**config.mk**
```make
export PLATFORM = sky130hd
export DESIGN_NAME = serial_adder_ctrl
export DESIGN_NICKNAME = d
export VERILOG_FILES = /design/src/rtl/serial_adder_pkg.sv /design/src/rtl/full_adder_using_half_adder.sv /design/src/rtl/serial_adder_ctrl.sv
export SDC_FILE = /design/constraint.sdc
export NUM_CORES = 1
export LEC_CHECK = 0
export CAP_MARGIN = 20
export CORE_MARGIN = 3
export CORE_UTILIZATION = 46
export CTS_CLUSTER_DIAMETER = 60
export DETAILED_ROUTE_END_ITERATION = 8
export PLACE_DENSITY_LB_ADDON = 0.12
export SYNTH_ARGS = -nofsm -noshare
export SYNTH_HDL_FRONTEND = slang
export SYNTH_SLANG_ARGS = --single-unit
export TNS_END_PERCENT = 30
```
**constraint.sdc**
```tcl
create_clock -name clk_in -period 1.3 [get_ports clk_in]
set_input_delay 0.13 -clock clk_in [delete_from_list [all_inputs] [get_ports clk_in]]
set_output_delay 0.13 -clock clk_in [all_outputs]
set_load 0.05 [all_outputs]
```
**src/rtl/serial_adder_pkg.sv**
```systemverilog
// Shared definitions for the bit-serial adder controller: FSM encoding and
// the counter-width rule.
package serial_adder_pkg;

    typedef enum logic [1:0] {
        IDLE  = 2'd0,
        SHIFT = 2'd1,
        DONE  = 2'd2
    } state_t;

    // The counter runs 0..WIDTH-1, so clog2(WIDTH) bits suffice; keep at least one bit.
    function automatic int cnt_width(input int width);
        return (width <= 1) ? 1 : $clog2(width);
    endfunction

endpackage

```
**src/rtl/full_adder_using_half_adder.sv**
```systemverilog
// 1-bit full adder built from two half-adder stages; purely combinational.
module full_adder_using_half_adder (
    input  logic a_in,
    input  logic b_in,
    input  logic c_in,
    output logic sum_out,
    output logic carry_out
);

    logic half_sum;
    logic half_carry_a;
    logic half_carry_b;

    assign half_sum     = a_in ^ b_in;
    assign half_carry_a = a_in & b_in;
    assign sum_out      = half_sum ^ c_in;
    assign half_carry_b = half_sum & c_in;
    assign carry_out    = half_carry_a | half_carry_b;

endmodule

```
**src/rtl/serial_adder_ctrl.sv**
```systemverilog
// Bit-serial WIDTH-bit adder: streams operands LSB first through a single
// full-adder cell, one bit per clock, then presents {carry_out, sum_out}.
module serial_adder_ctrl
    import serial_adder_pkg::*;
#(
    parameter int WIDTH = 8
) (
    input  logic             clk_in,
    input  logic             rst_n_in,
    input  logic             start_in,
    input  logic [WIDTH-1:0] a_in,
    input  logic [WIDTH-1:0] b_in,
    input  logic             c_in,
    output logic             ready_out,
    output logic             busy_out,
    output logic             done_out,
    output logic [WIDTH-1:0] sum_out,
    output logic             carry_out,
    output state_t           state_out
);

    localparam int CNT_W = cnt_width(WIDTH);
    localparam logic [CNT_W-1:0] CNT_LAST = CNT_W'(WIDTH - 1);

    // Handshake: an operand set transfers on a rising edge where start_in=1 and
    // ready_out=1; start_in at any other time is dropped, never queued.
    state_t           state;
    logic [WIDTH-1:0] a_sh;
    logic [WIDTH-1:0] b_sh;
    logic [WIDTH-1:0] sum_sh;
    logic [WIDTH-1:0] sum_next;
    logic             carry_q;
    logic [CNT_W-1:0] cnt;
    logic             cell_sum;
    logic             cell_carry;

    full_adder_using_half_adder u_cell (
        .a_in      (a_sh[0]),
        .b_in      (b_sh[0]),
        .c_in      (carry_q),
        .sum_out   (cell_sum),
        .carry_out (cell_carry)
    );

    // Sum bits enter at the MSB so the LSB-first stream lands in order.
    generate
        if (WIDTH == 1) begin : g_sum_one
            assign sum_next = cell_sum;
        end else begin : g_sum_wide
            assign sum_next = {cell_sum, sum_sh[WIDTH-1:1]};
        end
    endgenerate

    always_ff @(posedge clk_in or negedge rst_n_in) begin
        if (!rst_n_in) begin
            state     <= IDLE;
            ready_out <= 1'b1;
            busy_out  <= 1'b0;
            done_out  <= 1'b0;
            sum_out   <= '0;
            carry_out <= 1'b0;
            a_sh      <= '0;
            b_sh      <= '0;
            sum_sh    <= '0;
            carry_q   <= 1'b0;
            cnt       <= '0;
        end else begin
            case (state)
                IDLE: begin
                    if (start_in) begin
                        a_sh      <= a_in;
                        b_sh      <= b_in;
                        carry_q   <= c_in;
                        cnt       <= '0;
                        state     <= SHIFT;
                        ready_out <= 1'b0;
                        busy_out  <= 1'b1;
                    end
                end
                SHIFT: begin
                    a_sh    <= a_sh >> 1;
                    b_sh    <= b_sh >> 1;
                    sum_sh  <= sum_next;
                    carry_q <= cell_carry;
                    cnt     <= cnt + CNT_W'(1);
                    if (cnt == CNT_LAST) begin
                        sum_out   <= sum_next;
                        carry_out <= cell_carry;
                        done_out  <= 1'b1;
                        state     <= DONE;
                    end
                end
                DONE: begin
                    done_out  <= 1'b0;
                    busy_out  <= 1'b0;
                    ready_out <= 1'b1;
                    state     <= IDLE;
                end
                default: begin
                    done_out  <= 1'b0;
                    busy_out  <= 1'b0;
                    ready_out <= 1'b1;
                    state     <= IDLE;
                end
            endcase
        end
    end

    assign state_out = state;

endmodule

```
# Yosys cells after proc, flatten, opt, wreduce, memory -nomap -nowiden
# Cells that the tools add are included.
# totals
output_inout_bits,14
ff_bits,42
inputBits,20
elab_cells,47
# op_classes
eq_ne,4
n_bitwise,7
n_reduce_logical,7
addsub,1
n_mux,17
# op_table
op,n
8-bit one-hot mux with 2 select lines,2
8-bit 2-to-1 mux,2
2-bit AND reduction,5
1-bit one-hot mux with 2 select lines,4
3-bit one-hot mux with 2 select lines,1
1-bit 2-to-1 mux,4
2-bit 2-to-1 mux,2
2-bit inequality test (second input constant),2
2-bit one-hot mux with 2 select lines,1
3-bit by 1-bit adder with 3-bit output (second input constant),1
3-bit equality test (second input constant),1
3-bit 2-to-1 mux,1
1-bit bitwise AND,2
2-bit by 1-bit equality test with 1-bit output (second input constant),1
2-bit logical NOT,1
1-bit inverter,2
2-bit nonzero test,1
1-bit bitwise XOR,2
1-bit OR,1

# Depth between registers and ports, before layout
# Gate-level depths: netlist of run 1.
# logic_depth
depth_word,4
depth_mapped,5
ltp_nobuf,4

# By module
# From an unflattened synthesis of run 1, not the netlist that was laid out.
# hier_totals
hier_cells,125
area_unflattened_um2,1803.0
# modules_own_cells
mod,seq_area_each_um2,cells_each,instances,area_per_inst_um2
serial_adder_ctrl,1027.2,124,1,1783.0
full_adder_using_half_adder,0.0,1,1,20.0

# Worst setup path after synthesis of run 1
# Ideal clock, no wire load.
# synth_timing
kind,register to register
startpoint,"reg state[1], in the netlist state_out[1]"
endpoint,reg carry_out
setup_slack_ps,-335
path_stages_with_launch,6
path_buffers,2
arrival_time_ps,1507
t_required_ps,1172
synth_period_minus_slack_ps,1635
setup_time_ps,128
path_cell_list,dfrtp_1 > buf_2 > nor2b_1 > buf_4 > nand2_4 > mux2_1
# synth_via
elab_chain_cells,2
# synth_rtl
element,line,rtl
start: declaration,serial_adder_ctrl.sv:27,state_t state;
start signal: assignment,serial_adder_ctrl.sv:56,state <= IDLE;
start signal: assignment,serial_adder_ctrl.sv:75,state <= SHIFT;
start signal: assignment,serial_adder_ctrl.sv:90,state <= DONE;
2-bit by 1-bit equality test with 1-bit output,serial_adder_ctrl.sv:68,case (state)
2-bit AND reduction (no source line),--,
end signal: assignment,serial_adder_ctrl.sv:88,carry_out <= cell_carry;
end: declaration,serial_adder_ctrl.sv:18,"output logic carry_out,"
# Every way passes these cells.
# A chain may end at the register's enable or synchronous reset.

# Worst setup path in the final report of run 1
# layout_timing
startpoint,reg cnt[0]
endpoint,reg sum_out[6]
# layout_via
elab_chain_cells,2
# layout_rtl
element,line,rtl
start: declaration,serial_adder_ctrl.sv:33,logic [CNT_W-1:0] cnt;
start signal: assignment,serial_adder_ctrl.sv:85,cnt <= cnt + CNT_W'(1);
3-bit equality test,serial_adder_ctrl.sv:86,if (cnt == CNT_LAST) begin
2-bit AND reduction (no source line),--,
end signal: assignment,serial_adder_ctrl.sv:87,sum_out <= sum_next;
end: declaration,serial_adder_ctrl.sv:17,"output logic [WIDTH-1:0] sum_out,"
# Every way passes these cells.

==> flow_summary_export.csv, run 1 <==
group,metric,value,unit
status,status,"finished with violations",
status,violations,"negative setup slack",
finish,n_fill_cell,240,
clock_tree,clk_path_buf_depth,2,
floorplan,die-width,67.8,um
place,pre_cts_ws,-168,ps
finish,drive_above_1_share,0.291,
clock_tree,clk_root_buffer_cell,"clkbuf_8",
sta,setup_ws,-24.5,ps
logic_synthesis,yosysTopAreaCell,"dfrtp_1",
detailed_routing,vias,1466,
power_and_ir_drop,combinationalPowerShare,0.508,
detailed_routing,via_per_inst,5.51,
logic_synthesis,ys_seq_area_frac,0.584,
detailed_routing,wl,4140,um
logic_synthesis,yosys-top-cells-area,"dfrtp_1, nor3_1, mux2_1, nand2_1, o22ai_1",
power_and_ir_drop,power_density,2660,nW/um2
floorplan,core,3490,um2
clock_tree,cts_buffers,5,
sta,rsz0062_at_grt,"yes",
clock_tree,htree_levels,2,
setup_path,r2r_end,"sum_out[6]",
floorplan,ioPinCount,34,
logic_synthesis,yosys_register_bits,41,
logic_synthesis,synth_cell_types,22,
logic_synthesis,yosys.area_share.adder,0.0256,
logic_synthesis,synth_top_family_by_area,"simple AND/OR/NAND/NOR gates",
sta,period_needed,1320,ps
detailed_routing,ant_nets,0,
logic_synthesis,synth_top_area_frac,0.569,
finish,final_util,0.760,
setup_path,critPathLaunch,"cnt[0]",
setup_path,worstPathRequired,1480,ps
logic_synthesis,syn-instance-count,167,
detailed_routing,drtIter0Drc,78,
power_and_ir_drop,swShare,0.388,
sta,finClkSkew,8.51,ps
floorplan,rows,21,
setup_path,cp_cell_sequence,"ha_4, ha_4, nand2_8, mux2_4",
setup_path,critPathMaxStageDelay,420,ps
floorplan,fp.dieH,67.8,um
floorplan,dieArea,4600,um2
finish,diodes,0,
logic_synthesis,synth_warnings,0,
flow_run,cap_violations,0,
logic_synthesis,synth_nets,190,
floorplan,start_util,0.503,
power_and_ir_drop,power,7.07,mW
global_route,grt_pass1_vias,1527,
logic_synthesis,syn_area,1760,um2
place,placed_area,2410,um2
setup_path,critPathCapture,"sum_out[6]",
setup_path,cp-start-kind,"flop",
place,io_buffer_count,33,
setup_path,reg2reg_depth,4,
place,dp_hpwl,2780,um
sta,tightest_slew,282,ps
logic_synthesis,synth-xor-area-share,0,
detailed_routing,wl_per_cell,15.6,um
sta,holdWs,329,ps
logic_synthesis,synthSimpleGateAreaFrac,0.177,
detailed_routing,dr.pass1.iters,4,
global_route,grt_pass1_wl,7040,um
sta,slew_viol_final,0,
power_and_ir_drop,pwr-share-seq,0.344,
setup_path,r2r_slack,-20,ps
sta,max_freq,755,MHz
setup_path,crit_type,"reg2reg",
clock_tree,path_clk_slew,80,ps
finish,stdcell_area,2660,um2
global_route,antenna_found_initial,0,
setup_path,crit_path_top_delay_cell,"dfrtp_1",
global_route,grt_overflow_total,0,
sta,setup_viol,11,
sta,period_share,1.02,
finish,layout.nets,242,
setup_path,worst-path-max-fanout,5,
global_route,grt_max_degree,42,
power_and_ir_drop,power_switching,2.74,mW
logic_synthesis,synth_mux_area_frac,0.0576,
clock_tree,cts_tree,"yes",
detailed_routing,drt_drc_violations_left,0,
worst_hold_path,hold_class,"in2async",
power_and_ir_drop,p_int,4.33,mW
power_and_ir_drop,leakage,1.20,nW
power_and_ir_drop,ir_drop,0.00183,V
power_and_ir_drop,clock_power_share,0.148,
sta,relSlewSlack,0.812,
setup_path,crit_path_frequent_cell,"ha_4",
finish,syn2layout_area_growth,50.9,%
logic_synthesis,synth_compound_area_frac,0.119,
clock_tree,clkLatencyLatePin,290,ps
setup_path,r2r-start,"cnt[0]",
global_route,grt_usage,0.210,
logic_synthesis,postSynthAreaPerCell,10.5,um2
clock_tree,clkSinkCount,41,
setup_path,crit_arrival,1500,ps
sta,hold_viol,0,
setup_path,end_kind,"flop",
place,place_congestion,0.790,
how the worst min path moves through the flow:
stage | start | endpoint | slack [ps] | depth (start not counted)
after CTS | rst_n_in | a_sh[7] | 330 | 3
after floorplan | rst_n_in | a_sh[0] | -170 | 0
after detailed placement | rst_n_in | a_sh[7] | 110 | 2
final | rst_n_in | a_sh[7] | 330 | 3
after global placement | rst_n_in | busy_out | 120 | 2
after global routing | rst_n_in | a_sh[7] | 370 | 3
cell usage in the layout (no fill, tap or decap), types with 2 or more instances in the layout:
master	Yosys	routed
buf_12	0	16
nor3_1	27	26
dfrtp_1	40	38
a21oi_1	3	3
o22ai_2	0	2
nand2_1	26	26
nand2b_1	3	3
ha_4	0	2
buf_4	2	19
a22o_1	2	2
inv_1	2	2
nor2_1	8	8
o21ai_0	6	6
nand2_8	0	2
o22ai_1	15	13
clkbuf_8	0	6
o32ai_1	6	6
dfrtp_2	0	2
mux2_4	0	9
clkdlybuf4s50_1	0	18
sequential cells by signal, summed over array words and instances (netlist names):
name	cells
busy_out	1
sum_sh	7
a_sh	8
carry_out	1
ready_out	1
cnt	3
b_sh	8
state_out	2
carry_q	1
done_out	1
sum_out	8
metrics by stage:
| stage | instances | TNS (ps) |
|---|---|---|
| after floorplan | 167 | -2280 |
| after global placement | 255 | -842 |
| after detailed placement | 255 | -1950 |
| after CTS | 266 | -89.6 |
| after global routing | 266 | -749 |
| final | 266 | -107 |
layer usage:
metal | share of wire | vias to the layer above | global-route usage
li1 | - | 695 | -
met3 | 0.055 | 8 | 0.0575
met2 | 0.49 | 45 | 0.334
met5 | 0 | - | 0
met1 | 0.44 | 718 | 0.276
met4 | 0.017 | 0 | 0.0794
area by class of cell:
type | instances | area (um2) | share of cell area
sequential | 41 | 1030 | 0.388
multi-input combinational | 113 | 782 | 0.295
timing repair buffer | 55 | 658 | 0.248
inverter | 3 | 11.3 | 0.00424
clock buffer | 7 | 86.3 | 0.0325
tap | 46 | 57.6 | 0.0217
clock inverter | 1 | 30.0 | 0.0113
cell families (layout without fill, tap and decap cells):
family,Yosys count,count (layout)
simple gates,68,69
flops,41,41
compound gates,32,32
buf+inv,14,66
mux,9,9
fa+ha+maj,3,3
synth_stat cells:
cell type  count
a21oi_1        3
o22ai_1       15
buf_4          2
o21ai_0        6
mux2_1         9
nand2b_1       3
clkinv_1       1
ha_1           2
dfrtp_1       40
nand2_4        1
nor2_1         8
buf_2          4
or2_2          1
o32ai_1        6
nand2_1       26
dfstp_2        1
clkbuf_1       5
nor3_1        27
inv_1          2
a22o_1         2
nor2b_1        2
fa_1           1
power groups by stage:
stage          clock network [mW]  logic, mW  registers (mW)
3_3_place_gp                    0       3.12            2.36
6_report                     1.05       3.59            2.43
4_1_cts                      1.07       3.48            2.40
5_1_grt                      1.13       3.89            2.51
2_1_floorplan                   0       1.18            2.88
3_5_place_dp                    0       3.23            2.40
critical path, delay by kind of cell (launching register included):
family        cells  cell delay (ps)
simple gates      1              100
fa+ha+maj         2              380
mux               1              310
flops             1              420
what timing repair did:
item | 4_1_cts | 5_1_grt
setup buffers | 1 | 0
hold buffers | 1 | 0
setup endpoints to repair | 15 | 24
resized for setup | 14 | 8
hold endpoints to repair | 40 | 0
gates cloned | 1 | 0
Power figures use the tool's default switching activity.
==> inputs of run 2 (changes only) <==
Settings changed: CORE_MARGIN 3 to default, GPL_ROUTABILITY_DRIVEN from default to 1.
==> flow_summary_export.csv, run 2 (synthesized netlist as in run 1, its figures left out) <==
group,metric,value,unit
status,status,"finished with violations",
status,violations,"negative setup slack",
finish,layout.nets,243,
setup_path,crit_path_top_delay_cell,"dfrtp_1",
clock_tree,cts_tree,"yes",
power_and_ir_drop,leakage,1.21,nW
finish,reg_top3,"a_sh: 8 flops, b_sh: 8 flops, sum_out: 8 flops",
finish,drive_above_1_share,0.312,
setup_path,worst-path-max-fanout,5,
sta,tns,-175,ps
setup_path,cp_cell_sequence,"ha_2, ha_4, nand2_4, mux2_4",
detailed_routing,via_per_inst,5.45,
place,dp_hpwl,2590,um
clock_tree,clkLatencyLatePin,290,ps
detailed_routing,wl,4190,um
finish,syn2layout_area_growth,52.6,%
sta,rsz0062_at_grt,"yes",
setup_path,r2r_slack,-30,ps
sta,setup_viol,9,
sta,period_share,1.02,
power_and_ir_drop,power_density,2660,nW/um2
setup_path,r2r-start,"cnt[0]",
floorplan,fp.dieH,63.8,um
floorplan,ioPinCount,34,
place,place_congestion,0.764,
finish,n_fill_cell,249,
setup_path,critPathMaxStageDelay,410,ps
global_route,grt_pass1_wl,6830,um
floorplan,die-width,63.8,um
setup_path,end_kind,"flop",
detailed_routing,wl_per_cell,15.6,um
setup_path,crit_type,"reg2reg",
setup_path,reg2reg_depth,4,
global_route,grt_overflow_total,0,
finish,mostFrequentLayoutCells,"dfrtp_1, nor3_1, nand2_1, buf_4, clkdlybuf4s50_1",
floorplan,core,3660,um2
finish,final_common_cell,"dfrtp_1",
floorplan,start_util,0.481,
sta,finClkSkew,7.77,ps
clock_tree,htree_levels,2,
sta,relSlewSlack,0.761,
setup_path,critPathLaunch,"cnt[0]",
setup_path,r2r_end,"sum_out[5]",
sta,period_needed,1330,ps
power_and_ir_drop,ir_drop,0.00156,V
global_route,grt_pass1_vias,1473,
flow_run,cap_violations,0,
clock_tree,cts_buffers,5,
floorplan,rows,22,
setup_path,path_delay_family,"flip-flops",
detailed_routing,ant_nets,0,
worst_hold_path,hold_class,"in2async",
clock_tree,clk_path_buf_depth,2,
clock_tree,clk_root_buffer_cell,"clkbuf_8",
setup_path,crit_arrival,1510,ps
setup_path,cp.depth,4,
detailed_routing,drtIter0Drc,46,
floorplan,dieArea,4080,um2
sta,slew_viol_final,0,
clock_tree,path_clk_slew,80,ps
place,io_buffer_count,33,
clock_tree,clkSinkCount,41,
setup_path,worstPathRequired,1480,ps
setup_path,critPathCapture,"sum_out[5]",
sta,max_freq,751,MHz
global_route,grt_usage,0.220,
sta,tightest_slew,358,ps
finish,diodes,0,
global_route,antenna_found_initial,0,
detailed_routing,drt_drc_violations_left,0,
setup_path,critPathBufInv,0,
detailed_routing,dr.pass1.iters,4,
detailed_routing,vias,1466,
global_route,grt_max_degree,29,
setup_path,cp-start-kind,"flop",
sta,setup_ws,-30.8,ps
sta,hold_viol,0,
sta,holdWs,285,ps
==> run 2: area by class of cell <==
| type | instances | area [um2] | share of cell area |
|---|---|---|---|
| flip-flops and latches | 41 | 1030 | 0.384 |
| well taps | 48 | 60.1 | 0.0224 |
| clock inverters | 2 | 37.5 | 0.0140 |
| inverters | 3 | 11.3 | 0.00419 |
| repair buffers | 56 | 678 | 0.253 |
| clock buffers | 6 | 82.6 | 0.0308 |
| multi-input cells | 113 | 786 | 0.293 |
==> run 2: worst min path at each step <==
stage / to / slack (ps) / cells past startpoint
after floorplan: a_sh[0] / -170 / 0
after global placement: a_sh[4] / 50 / 1
after detailed placement: a_sh[4] / 60 / 1
after CTS: b_sh[0] / 290 / 2
after global routing: b_sh[0] / 310 / 2
final: a_sh[4] / 290 / 2
==> run 2: per-stage QoR <==
stage / utilization / instances / instance area [um2] / setup WS, ps / power, mW
2_1_floorplan: - / 167 / 1770 / -162 / 4.06
4_1_cts: 0.707 / 268 / 2590 / -22.6 / 6.83
6_report: 0.733 / 269 / 2690 / -30.8 / 7.13
5_1_grt: 0.733 / 269 / 2690 / -59.0 / 7.55
3_3_place_gp: 0.655 / 254 / 2400 / -74.1 / 5.50
3_5_place_dp: 0.655 / 254 / 2400 / -145 / 5.61
==> run 2: repair_timing <==
| action | in CTS | in global routing |
|---|---|---|
| gates cloned | 1 | 0 |
| setup endpoints to repair | 9 | 12 |
| buffers inserted | 4 | 1 |
| endpoints found under the hold margin | 13 | 0 |
| hold buffers | 1 | 0 |
| resized for setup | 5 | 17 |
| pin swaps | 0 | 1 |
==> run 2: metal layers <==
| metal | GRT usage | routed length, um | vias up |
|---|---|---|---|
| li1 | - | - | 701 |
| met4 | 0.0597 | 42 | 0 |
| met1 | 0.292 | 1850 | 720 |
| met3 | 0.0554 | 186 | 6 |
| met2 | 0.359 | 2110 | 39 |
| met5 | 0 | 0 | - |
==> run 2: worst register-to-register path: stages, from the launching register on <==
cell	delay, ps
dfrtp_1	410
ha_2	200
ha_4	200
nand2_4	110
mux2_4	300
==> run 2: power breakdown <==
part,total (mW),internal (mW),switching [mW]
Clock,1.07,0.624,0.443
Sequential,2.44,1.89,0.553
Combinational,3.63,1.85,1.77
Total,7.13,4.36,2.77
